$ cat config.mk
export PLATFORM = sky130hd
export DESIGN_NAME = fetch_sequencer
export DESIGN_NICKNAME = d
export VERILOG_FILES = /design/src/rtl/fetch_pkg.sv /design/src/rtl/fetch_queue.sv /design/src/rtl/fetch_sequencer.sv
export SDC_FILE = /design/constraint.sdc
export NUM_CORES = 1
export LEC_CHECK = 0
export CORE_MARGIN = 2
export CORE_UTILIZATION = 46
export DETAILED_ROUTE_END_ITERATION = 16
export MAX_ROUTING_LAYER = met4
export PLACE_DENSITY = 0.76
export SLEW_MARGIN = 0
export SYNTH_ARGS = -nofsm -noshare
export SYNTH_HDL_FRONTEND = slang
export SYNTH_SLANG_ARGS = --single-unit
$ cat constraint.sdc
create_clock -name clk -period 2.7 [get_ports clk]
set_clock_uncertainty 0.05 [all_clocks]
set_input_delay 0.405 -clock clk [delete_from_list [all_inputs] [get_ports clk]]
set_output_delay 0.405 -clock clk [all_outputs]
set_load 0.05 [all_outputs]
$ cat src/rtl/fetch_pkg.sv
// Shared constants and types for the fetch sequencer.
package fetch_pkg;
  localparam int INSTR_W = 16;
  localparam int PC_W = 16;
  localparam int PC_STEP_DEF = 2;
  localparam int QDEPTH_DEF = 2;
  localparam logic [PC_W-1:0] RESET_PC_DEF = 16'h0000;
  localparam logic [3:0] HALT_OPCODE_DEF = 4'hF;

  typedef enum logic {
    RUN = 1'b0,
    HALTED = 1'b1
  } fetch_state_t;

  typedef struct packed {
    logic [PC_W-1:0] pc;
    logic [INSTR_W-1:0] instr;
  } fetch_entry_t;
endpackage

$ cat src/rtl/fetch_queue.sv
// Small synchronous FIFO of {pc, instr} entries; flush beats push.
import fetch_pkg::*;

module fetch_queue #(
  parameter int DEPTH = QDEPTH_DEF,
  localparam int PW = $clog2(DEPTH),
  localparam int CW = $clog2(DEPTH) + 1
) (
  input  logic         clk,
  input  logic         rst,
  input  logic         push,
  input  logic         pop,
  input  logic         flush,
  input  fetch_entry_t din,
  output fetch_entry_t dout,
  output logic [CW-1:0] count,
  output logic         full,
  output logic         empty
);
  localparam logic [CW-1:0] FULL_CNT = CW'(DEPTH);

  fetch_entry_t mem [DEPTH];
  logic [PW-1:0] head;
  logic [PW-1:0] tail;
  logic do_pop;
  logic do_push;

  assign empty = (count == '0);
  assign full = (count == FULL_CNT);
  assign dout = mem[head];
  assign do_pop = pop & ~empty;
  assign do_push = push & ~flush & (~full | do_pop);

  always_ff @(posedge clk or posedge rst) begin
    if (rst) begin
      head <= '0;
      tail <= '0;
      count <= '0;
      for (int i = 0; i < DEPTH; i++) mem[i] <= '0;
    end else if (flush) begin
      head <= '0;
      tail <= '0;
      count <= '0;
    end else begin
      if (do_push) begin
        mem[tail] <= din;
        tail <= tail + 1'b1;
      end
      if (do_pop) head <= head + 1'b1;
      case ({do_push, do_pop})
        2'b10: count <= count + 1'b1;
        2'b01: count <= count - 1'b1;
        default: count <= count;
      endcase
    end
  end
endmodule

$ cat src/rtl/fetch_sequencer.sv
// PC sequencer + fetch queue. Define FETCH_PERF_EN for
// fetch/stall performance counters.
import fetch_pkg::*;

module fetch_sequencer #(
  parameter logic [15:0] RESET_PC = RESET_PC_DEF,
  parameter int PC_STEP = PC_STEP_DEF,
  parameter int QDEPTH = QDEPTH_DEF,
  parameter logic [3:0] HALT_OPCODE = HALT_OPCODE_DEF
) (
  input  logic        clk,
  input  logic        rst,
  output logic [15:0] imem_pc,
  input  logic [15:0] imem_instr,
  input  logic        redirect_valid,
  input  logic [15:0] redirect_pc,
  output logic        out_valid,
  input  logic        out_ready,
  output logic [15:0] out_instr,
  output logic [15:0] out_pc,
  output logic        halted
`ifdef FETCH_PERF_EN
  ,
  output logic [15:0] perf_fetch_cnt,
  output logic [15:0] perf_stall_cnt
`endif
);
  localparam int CW = $clog2(QDEPTH) + 1;
  localparam logic [CW-1:0] QD = CW'(QDEPTH);
  localparam logic [15:0] STEP = 16'(PC_STEP);

  fetch_state_t state;
  logic [15:0] pc;
  logic pop;
  logic push;
  logic q_empty;
  logic q_full;
  logic [CW-1:0] q_count;
  fetch_entry_t q_din;
  fetch_entry_t q_dout;

  assign imem_pc = pc;
  assign halted = (state == HALTED);
  assign out_valid = ~q_empty;
  assign out_pc = q_dout.pc;
  assign out_instr = q_dout.instr;
  assign pop = out_valid & out_ready;
  assign push = (state == RUN) & ~redirect_valid
              & ((q_count < QD) | pop);
  assign q_din = '{pc: pc, instr: imem_instr};

  fetch_queue #(.DEPTH(QDEPTH)) u_queue (
    .clk   (clk),
    .rst   (rst),
    .push  (push),
    .pop   (pop),
    .flush (redirect_valid),
    .din   (q_din),
    .dout  (q_dout),
    .count (q_count),
    .full  (q_full),
    .empty (q_empty)
  );

  always_ff @(posedge clk or posedge rst) begin
    if (rst) begin
      pc <= RESET_PC;
      state <= RUN;
    end else if (redirect_valid) begin
      pc <= redirect_pc;
      state <= RUN;
    end else if (push) begin
      pc <= pc + STEP;
      if (imem_instr[15:12] == HALT_OPCODE) state <= HALTED;
    end
  end

`ifdef FETCH_PERF_EN
  logic stall;
  assign stall = (state == RUN) & ~push & ~redirect_valid;

  always_ff @(posedge clk or posedge rst) begin
    if (rst) begin
      perf_fetch_cnt <= '0;
      perf_stall_cnt <= '0;
    end else begin
      if (push && perf_fetch_cnt != 16'hFFFF)
        perf_fetch_cnt <= perf_fetch_cnt + 1'b1;
      if (stall && perf_stall_cnt != 16'hFFFF)
        perf_stall_cnt <= perf_stall_cnt + 1'b1;
    end
  end
`endif

  logic unused_full;
  assign unused_full = q_full;
endmodule

; Word-level counts from Yosys, hierarchy flattened
; Cells that the tools add are included.
; W data, S select, Z words.
[totals]
input_bits = 36
elab_cells = 62
out_inout_bits = 50
ff_bits = 85
[op_classes]
n_reduce_logical = 9
muxes = 17
magnitude_cmp = 4
eq_ne = 4
bitwise = 14
addsub = 5
[op_table]
columns = operator, n
row1 = $mux W32, 4
row2 = $bwmux W64, 1
row3 = $demux W32 S1, 1
row4 = $mux W16, 2
row5 = $add A16 B2 Y16 const B, 1
row6 = $reduce_bool A2 Y1, 4
row7 = $mux W1, 7
row8 = $and A1 B1 Y1, 6
row9 = $eq A2 B2 Y1 const B, 2
row10 = $eq A4 B4 Y1 const B, 1
row11 = $ge A2 B2 Y1 const B, 2
row12 = $not A1 Y1, 4
row13 = $not A1 Y2, 2
row14 = $pmux W2 S2, 1
row15 = $reduce_and A2 Y1, 2
row16 = $reduce_bool A3 Y1, 1
row17 = $add A1 B1 Y1 const B, 2
row18 = $add A2 B1 Y2 const B, 1
row19 = $eq A2 B1 Y1 const B, 1
row20 = $logic_not A2 Y1, 1
row21 = $lt A2 B1 Y1 const B, 1
row22 = $lt A2 B2 Y1 const B, 1
row23 = $mux W2, 1
row24 = $or A1 B1 Y1, 2
row25 = other kinds (2), 2

; Longest topological paths before layout
; Gate-level depths: netlist of run 1.
[logic_depth]
depth_word = 10
ltp_mapped = 7
ltp_nobuf = 5

; Modules after synthesis
; A second synthesis of run 1 with hierarchy kept.
[hier_totals]
cells_unflattened = 316
area_unflattened_um2 = 4261.6
[modules_own_cells]
columns = module, instances, area_each_um2, seq_area_each_um2, cells_each
row1 = fetch_queue, 1, 3169.3, 1701.6, 201
row2 = fetch_sequencer, 1, 1092.3, 425.4, 115

; Worst setup path before layout of run 1
; OpenSTA, ideal clock, no wires.
[synth_timing]
path_kind = register -> register
from = register pc[1] (netlist: imem_pc[1])
to = register pc[13] (netlist: imem_pc[13])
t_required_ns = 2.568
arrival_ns = 2.079
n_path_buf = 1
setup_ns = 0.082
synth_period_minus_slack_ns = 2.211
slack_ns = 0.489
path_stages_with_launch = 7
cell_sequence = dfrtp_1 -> ha_1 -> nand2_1 -> or3_1 -> buf_2 -> or4_1 -> a31oi_1
[synth_between]
elab_chain_cells = 3
[synth_rtl]
columns = element, line_no
row1 = "start, declared", fetch_sequencer.sv:33  ; logic [15:0] pc;
row2 = "start signal, assigned", fetch_sequencer.sv:70  ; pc <= redirect_pc;
row3 = "start signal, assigned", fetch_sequencer.sv:73  ; pc <= pc + STEP;
row4 = $add A16 B2 Y16, fetch_sequencer.sv:73
row5 = $mux W16, fetch_sequencer.sv:72  ; end else if (push) begin
row6 = $mux W16, fetch_sequencer.sv:69  ; end else if (redirect_valid) begin
; No other way between the ends. The select of a mux whose other input is x is not followed.
; A chain may end at the register's enable or synchronous reset.

; Final worst setup path of run 1
[layout_timing]
from = register state (netlist: halted)
to = output halted
[layout_lines]
columns = element, line_no
row1 = "start, declared", fetch_sequencer.sv:32  ; fetch_state_t state;
row2 = "start signal, assigned", fetch_sequencer.sv:68  ; state <= RUN;
row3 = "start signal, assigned", fetch_sequencer.sv:71  ; state <= RUN;
row4 = "start signal, assigned", fetch_sequencer.sv:74  ; if (imem_instr[15:12] == HALT_OPCODE) state <= HALTED;
row5 = "end, declared", fetch_sequencer.sv:21  ; output logic halted
; No word-level cell between the ends.

==> results of run 1 <==
==> cell usage after synthesis, drive strengths merged (2+ instances only) <==
library cell	number	area, um^2
buf	8	53.8
o31ai	4	30.0
a21oi	2	10.0
nand4	3	18.8
nand2b	2	12.5
nand2	16	60.1
clkbuf	11	41.3
inv	5	18.8
xor2	3	26.3
a31oi	6	37.5
nor4	2	18.8
dfrtp	85	2130
nor2	14	52.6
nand3	6	30.0
o21ai	11	55.1
mux2	97	1090
or3	4	25.0
xnor2	6	52.6
or4	6	45.0
==> state kept, by name, summed over array words and instances, names as in the netlist <==
name,count
u_queue.head,1
u_queue.count,2
halted,1
u_queue.tail,1
u_queue.mem,64
imem_pc,16
==> path summary, 6_finish.rpt <==
kind	from	endpoint	slack (ns)	depth (start not counted)
min reg2reg	u_queue.mem[35]	u_queue.mem[35]	0.44	1
min	rst	u_queue.mem[0]	0.34	2
max	halted	halted	0.37	1
max in group asynchronous	rst	u_queue.mem[13]	1.63	3
min in group clk	u_queue.mem[35]	u_queue.mem[35]	0.44	1
max reg2reg	imem_pc[4]	imem_pc[14]	0.67	4
==> cells in the final DEF (no fill, tap or decap), types with 4 or more instances in the layout <==
master           count
mux2_2              95
dfrtp_1             85
clkdlybuf4s50_1     53
buf_12              34
nand2_1             16
nor2_1              14
o21ai_0             11
clkbuf_8            10
buf_4               10
xnor2_1              6
or4_1                6
a31oi_1              6
nand3_1              6
inv_1                4
or3_1                4
o31ai_1              4
==> final cells by class <==
type,count,area [um^2]
timing repair buffer,97,1290
inverter,5,20.0
clock buffer,13,149
tap,105,131
sequential,85,2130
clock inverter,2,10.0
fill,612,2830
multi-input combinational,193,1660
==> kinds of logic after synthesis <==
logic type | count (synthesis) | synth area share
simple gates | 59 | 0.0781
fa+ha+maj | 1 | 0.00321
xor+xnor | 9 | 0.0202
flops | 85 | 0.546
mux | 98 | 0.283
compound gates | 26 | 0.0402
buf+inv | 24 | 0.0292
==> metrics by stage <==
| step | hold slack (ns) | power (mW) |
|---|---|---|
| floorplan | 0.404 | 3.44 |
| global placement | 0.414 | 4.59 |
| detailed placement | 0.426 | 4.66 |
| CTS | 0.348 | 5.43 |
| global route | 0.395 | 5.65 |
| finish | 0.342 | 5.39 |
==> per-layer routing <==
metal,global-route usage,wire (um)
met5,-,0
met4,0.0655,88
met3,0.0337,353
met2,0.317,4180
met1,0.271,3750
==> power breakdown <==
group	total (mW)	leakage (nW)	internal (mW)	switching, mW
Combinational	2.72	1.13	1.37	1.35
Sequential	1.90	1.00	1.66	0.238
Clock	0.767	0.0833	0.353	0.414
==> out/results.tsv, run 1 <==
stage	metric	value	unit
outcome	outcome	completed	
sta	maxSlewHeadroom	0.655	
place	place_inst	485	
clock_tree	postCtsHoldBufs	0	
floorplanning	core_area	0.00822	mm^2
final_layout	layout.cells.non_filler	500	
sta	fin_setup_tns	0	ns
final_layout	final_area	0.00539	mm^2
place	numPortBuffers	85	
drt	first_pass_iters	4	
floorplanning	fp-row-count	33	
worst_setup_path	path_max_fanout	13	
clock_tree	ctsResizeCount	0	
synthesis	seq_area_frac_synth	0.546	
floorplanning	die_w	96.0	um
synthesis	yosys_warnings	0	
clock_tree	root_buffer	clkbuf_8	
synthesis	synthArstFlopShare	1.00	
grt	grt_start_max_net_pins	42	
drt	drc_errors	0	
place	dpl_worst_slack	0.338	ns
worst_setup_path	critPathSlowestCell	clkdlybuf4s50_1	
worst_setup_path	slowest_delay	0.90	ns
synthesis	synth-seq-cells	85	
clock_tree	cts-htree-levels	3	
worst_setup_path	worst-path-buf-inv	1	
sta	timing.final.hold_violations	0	
drt	drt_wl_total	8380	um
place	gp_congestion	0.747	
sta	fin_crit	2.33	ns
final_layout	finish.utilization	0.656	
drt	dr.first_iter.drc_count	89	
drt	avgViaCountPerCell	5.35	
synthesis	synth_cell_types	34	
final_layout	drive_gt1_frac	0.390	
clock_tree	worstSkewPairLatency	0.34	ns
floorplanning	die_h	96.0	um
synthesis	synth_cells	302	
clock_tree	clockBufferDepth	2	
synthesis	synthFlopType	dfrtp_1	
clock_tree	cts_tree	built	
drt	routedWlPerCell	16.8	um
synthesis	syn-cell-area	0.00389	mm^2
grt	grt_usage	0.203	
pwr	p_leak	2.22	nW
sta	fin_crit_sh	0.861	
grt	grt_pass1_vias	2858	
clock_tree	cts_setup_buffers	0	
worst_setup_path	end_kind	output pin	
drt	vias	2677	
run	cap_violations	0	
worst_setup_path	path_cells	clkdlybuf4s50_1	
final_layout	nets	428	
hold_path	hp-class	input port to asynchronous set/reset pin	
place	place_area	0.00523	mm^2
sta	max_slew.worst_pin.slew	0.515	ns
sta	rsz0062_at_grt	false	
grt	antenna_found_initial	0	
floorplanning	die_area	0.00922	mm^2
worst_setup_path	worst_setup_path_start_kind	register	
worst_setup_path	critical_path_class	register to output pin	
clock_tree	cts_sinks	85	
sta	setup_viol	0	
worst_setup_path	crit_arrival	1.87	ns
synthesis	syn_area_per_cell	12.9	um^2
clock_tree	numCtsBuffers	9	
grt	gr-total-overflow	0	
final_layout	area_delta_synth_final	38.3	%
drt	antenna_left	0	
synthesis	synth_edf_count	0	
sta	max_freq	0.430	GHz
final_layout	antenna_cells	0	
worst_setup_path	path_delay_family	buffers and inverters	
worst_setup_path	required	2.25	ns
floorplanning	ios	86	
sta	slew_violations	0	
floorplanning	initial_core_util	0.474	
synthesis	syn_nets	339	
clock_tree	clk_pin_slew	0.08	ns
pwr	power_density	1000	mW/mm^2
place	dp_hpwl	5840	um
grt	grt_pass1_wl	13800	um
sta	fin_ws	0.374	ns
pwr	ir_drop	0.645	mV
(Power assumes the default switching activity.)
==> inputs of run 2 (changes only) <==
--- a/config.mk
+++ b/config.mk
@@ -10,6 +10,7 @@
 export DETAILED_ROUTE_END_ITERATION = 16
 export MAX_ROUTING_LAYER = met4
 export PLACE_DENSITY = 0.76
+export REMOVE_ABC_BUFFERS = 1
 export SLEW_MARGIN = 0
 export SYNTH_ARGS = -nofsm -noshare
 export SYNTH_HDL_FRONTEND = slang
==> run 2 against run 1 <==
Compared with the run above: cell area up 0.65%; non-clock buffer count up 1; highest routed layer unchanged; critical path type unchanged; routed wire length down 2.3%; via count up 0.64%.
==> out/results.tsv, run 2 (synthesis gave the netlist of run 1 again) <==
stage	metric	value	unit	change
clock_tree	worstSkewPairLatency	0.34	ns	about the same
clock_tree	root_buffer	clkbuf_8		unchanged
pwr	p_leak	2.23	nW	was 2.22 nW
clock_tree	ctsResizeCount	0		unchanged
sta	fin_crit	2.30	ns	was 2.33 ns
worst_setup_path	required	2.25	ns	about the same
final_layout	final_cell_mix	mux2_2 (95), dfrtp_1 (85), clkdlybuf4s50_1 (53)		unchanged
run	cap_violations	0		unchanged
sta	setup_viol	0		unchanged
worst_setup_path	worst_setup_path_start_kind	register		unchanged
sta	fin_ws	0.396	ns	was 0.374 ns
floorplanning	initial_core_util	0.474		unchanged
drt	first_pass_iters	4		unchanged
drt	routedWlPerCell	16.3	um	was 16.8 um
outcome	outcome	completed		unchanged
grt	gr-total-overflow	0		unchanged
final_layout	antenna_cells	0		unchanged
sta	rsz0062_at_grt	false		unchanged
hold_path	hp-class	input port to asynchronous set/reset pin		unchanged
final_layout	ff_latch_area	0.00213	mm^2	unchanged
clock_tree	postCtsHoldBufs	0		unchanged
final_layout	largest_register	u_queue.mem		unchanged
final_layout	drive_gt1_frac	0.401		was 0.390
final_layout	area_delta_synth_final	39.2	%	was 38.3%
sta	slew_violations	0		unchanged
grt	grt_pass1_vias	2805		was 2858
clock_tree	cts_tree	built		unchanged
grt	antenna_found_initial	0		unchanged
final_layout	layout.cells.most_common	mux2_2		unchanged
place	numPortBuffers	85		unchanged
clock_tree	clk_pin_slew	0.08	ns	about the same
worst_setup_path	path_cells	clkdlybuf4s50_1		unchanged
floorplanning	die_area	0.00922	mm^2	unchanged
sta	max_slew.worst_pin.slew	0.708	ns	was 0.515 ns
floorplanning	die_h	96.0	um	unchanged
drt	vias	2694		was 2677
worst_setup_path	crit_arrival	1.85	ns	was 1.87 ns
worst_setup_path	slowest_delay	0.89	ns	was 0.90 ns
clock_tree	clockBufferDepth	2		unchanged
drt	avgViaCountPerCell	5.37		was 5.35
final_layout	nets	429		was 428
sta	maxSlewHeadroom	0.527		was 0.655
drt	dr.first_iter.drc_count	101		was 89
sta	max_freq	0.434	GHz	was 0.430 GHz
sta	fin_crit_sh	0.853		was 0.861
worst_setup_path	critical_path_class	register to output pin		unchanged
grt	grt_start_max_net_pins	43		was 42
sta	timing.final.hold_violations	0		unchanged
worst_setup_path	path_delay_family	buffers and inverters		unchanged
final_layout	largest_reg_flops	64		unchanged
clock_tree	cts-htree-levels	3		unchanged
place	dpl_worst_slack	0.323	ns	was 0.338 ns
final_layout	layout.cells.non_filler	502		was 500
floorplanning	fp-row-count	33		unchanged
worst_setup_path	critPathSlowestCell	clkdlybuf4s50_1		unchanged
drt	drc_errors	0		unchanged
floorplanning	die_w	96.0	um	unchanged
drt	drt_wl_total	8190	um	was 8380 um
pwr	ir_drop	0.561	mV	was 0.645 mV
floorplanning	core_area	0.00822	mm^2	unchanged
clock_tree	numCtsBuffers	9		unchanged
place	place_inst	486		was 485
worst_setup_path	worst-path-buf-inv	1		unchanged
final_layout	multi_input_area	0.00166	mm^2	unchanged
grt	grt_pass1_wl	13400	um	was 13800 um
grt	grt_usage	0.196		was 0.203
pwr	power_density	1010	mW/mm^2	was 1000 mW/mm^2
sta	fin_setup_tns	0	ns	unchanged
final_layout	fillCellCount	609		was 612
worst_setup_path	end_kind	output pin		unchanged
place	dp_hpwl	5880	um	was 5840 um
drt	antenna_left	0		unchanged
floorplanning	ios	86		unchanged
clock_tree	cts_sinks	85		unchanged
clock_tree	cts_setup_buffers	0		unchanged
worst_setup_path	path_max_fanout	13		unchanged
place	gp_congestion	0.807		was 0.747
## run 2: cell types whose count changed in the layout (fill, tap and decap cells not counted)
cell / previous run / this run
buf_12: 34 / 33
buf_4: 10 / 12
bufinv_16: 0 / 1
clkbuf_1: 3 / 0
clkbuf_8: 10 / 9
clkinv_2: 3 / 2
clkinv_4: 0 / 1
clkinvlp_4: 0 / 3
inv_6: 0 / 1
## run 2: layout make-up
class,count,share of cell area
repair buffers,98,0.236
clock inverters,7,0.0138
flip-flops and latches,85,0.392
inverters,5,0.00369
multi-input cells,193,0.307
clock buffers,9,0.0228
well taps,105,0.0242
## run 2: worst paths after layout
path | from | end | slack (ns) | depth (start not counted)
max in group asynchronous | rst | u_queue.mem[41] | 1.56 | 3
worst min-delay path | rst | u_queue.mem[5] | 0.42 | 2
min in group clk | u_queue.mem[37] | u_queue.mem[37] | 0.44 | 1
worst min register to register | u_queue.mem[37] | u_queue.mem[37] | 0.44 | 1
worst max-delay path | halted | halted | 0.40 | 1
worst max register to register | imem_pc[4] | imem_pc[14] | 0.64 | 4
## run 2: stage by stage
step | cell area [um^2] | hold slack [ns] | utilization | total power [mW]
after global placement | 5220 | 0.414 | 0.636 | 4.57
after CTS | 5420 | 0.435 | 0.660 | 5.54
final | 5420 | 0.422 | 0.660 | 5.48
after detailed placement | 5220 | 0.423 | 0.636 | 4.65
after floorplan | 3800 | 0.404 | - | 3.41
after global routing | 5420 | 0.468 | 0.660 | 5.74
## run 2: power breakdown
group	leakage [nW]	internal (mW)	switching [mW]
combinational	1.13	1.36	1.35
sequential	1.00	1.66	0.223
clock	0.0918	0.430	0.453
total	2.23	3.46	2.02
## run 2: metal layers
metal | global-route usage | vias to the layer above | wire (um)
li1 | - | 1254 | -
met1 | 0.252 | 1364 | 3590
met2 | 0.315 | 70 | 4110
met3 | 0.0360 | 6 | 420
met4 | 0.0655 | 0 | 65
met5 | - | - | 0
==> inputs of run 3 (changes only) <==
--- a/config.mk
+++ b/config.mk
@@ -7,10 +7,12 @@
 export LEC_CHECK = 0
 export CORE_MARGIN = 2
 export CORE_UTILIZATION = 46
+export CTS_CLUSTER_DIAMETER = 40
 export DETAILED_ROUTE_END_ITERATION = 16
 export MAX_ROUTING_LAYER = met4
 export PLACE_DENSITY = 0.76
 export REMOVE_ABC_BUFFERS = 1
+export SETUP_SLACK_MARGIN = 0.3
 export SLEW_MARGIN = 0
 export SYNTH_ARGS = -nofsm -noshare
 export SYNTH_HDL_FRONTEND = slang
==> results of run 3 <==
Final layout, timing and power as in run 2 (identical DEF).
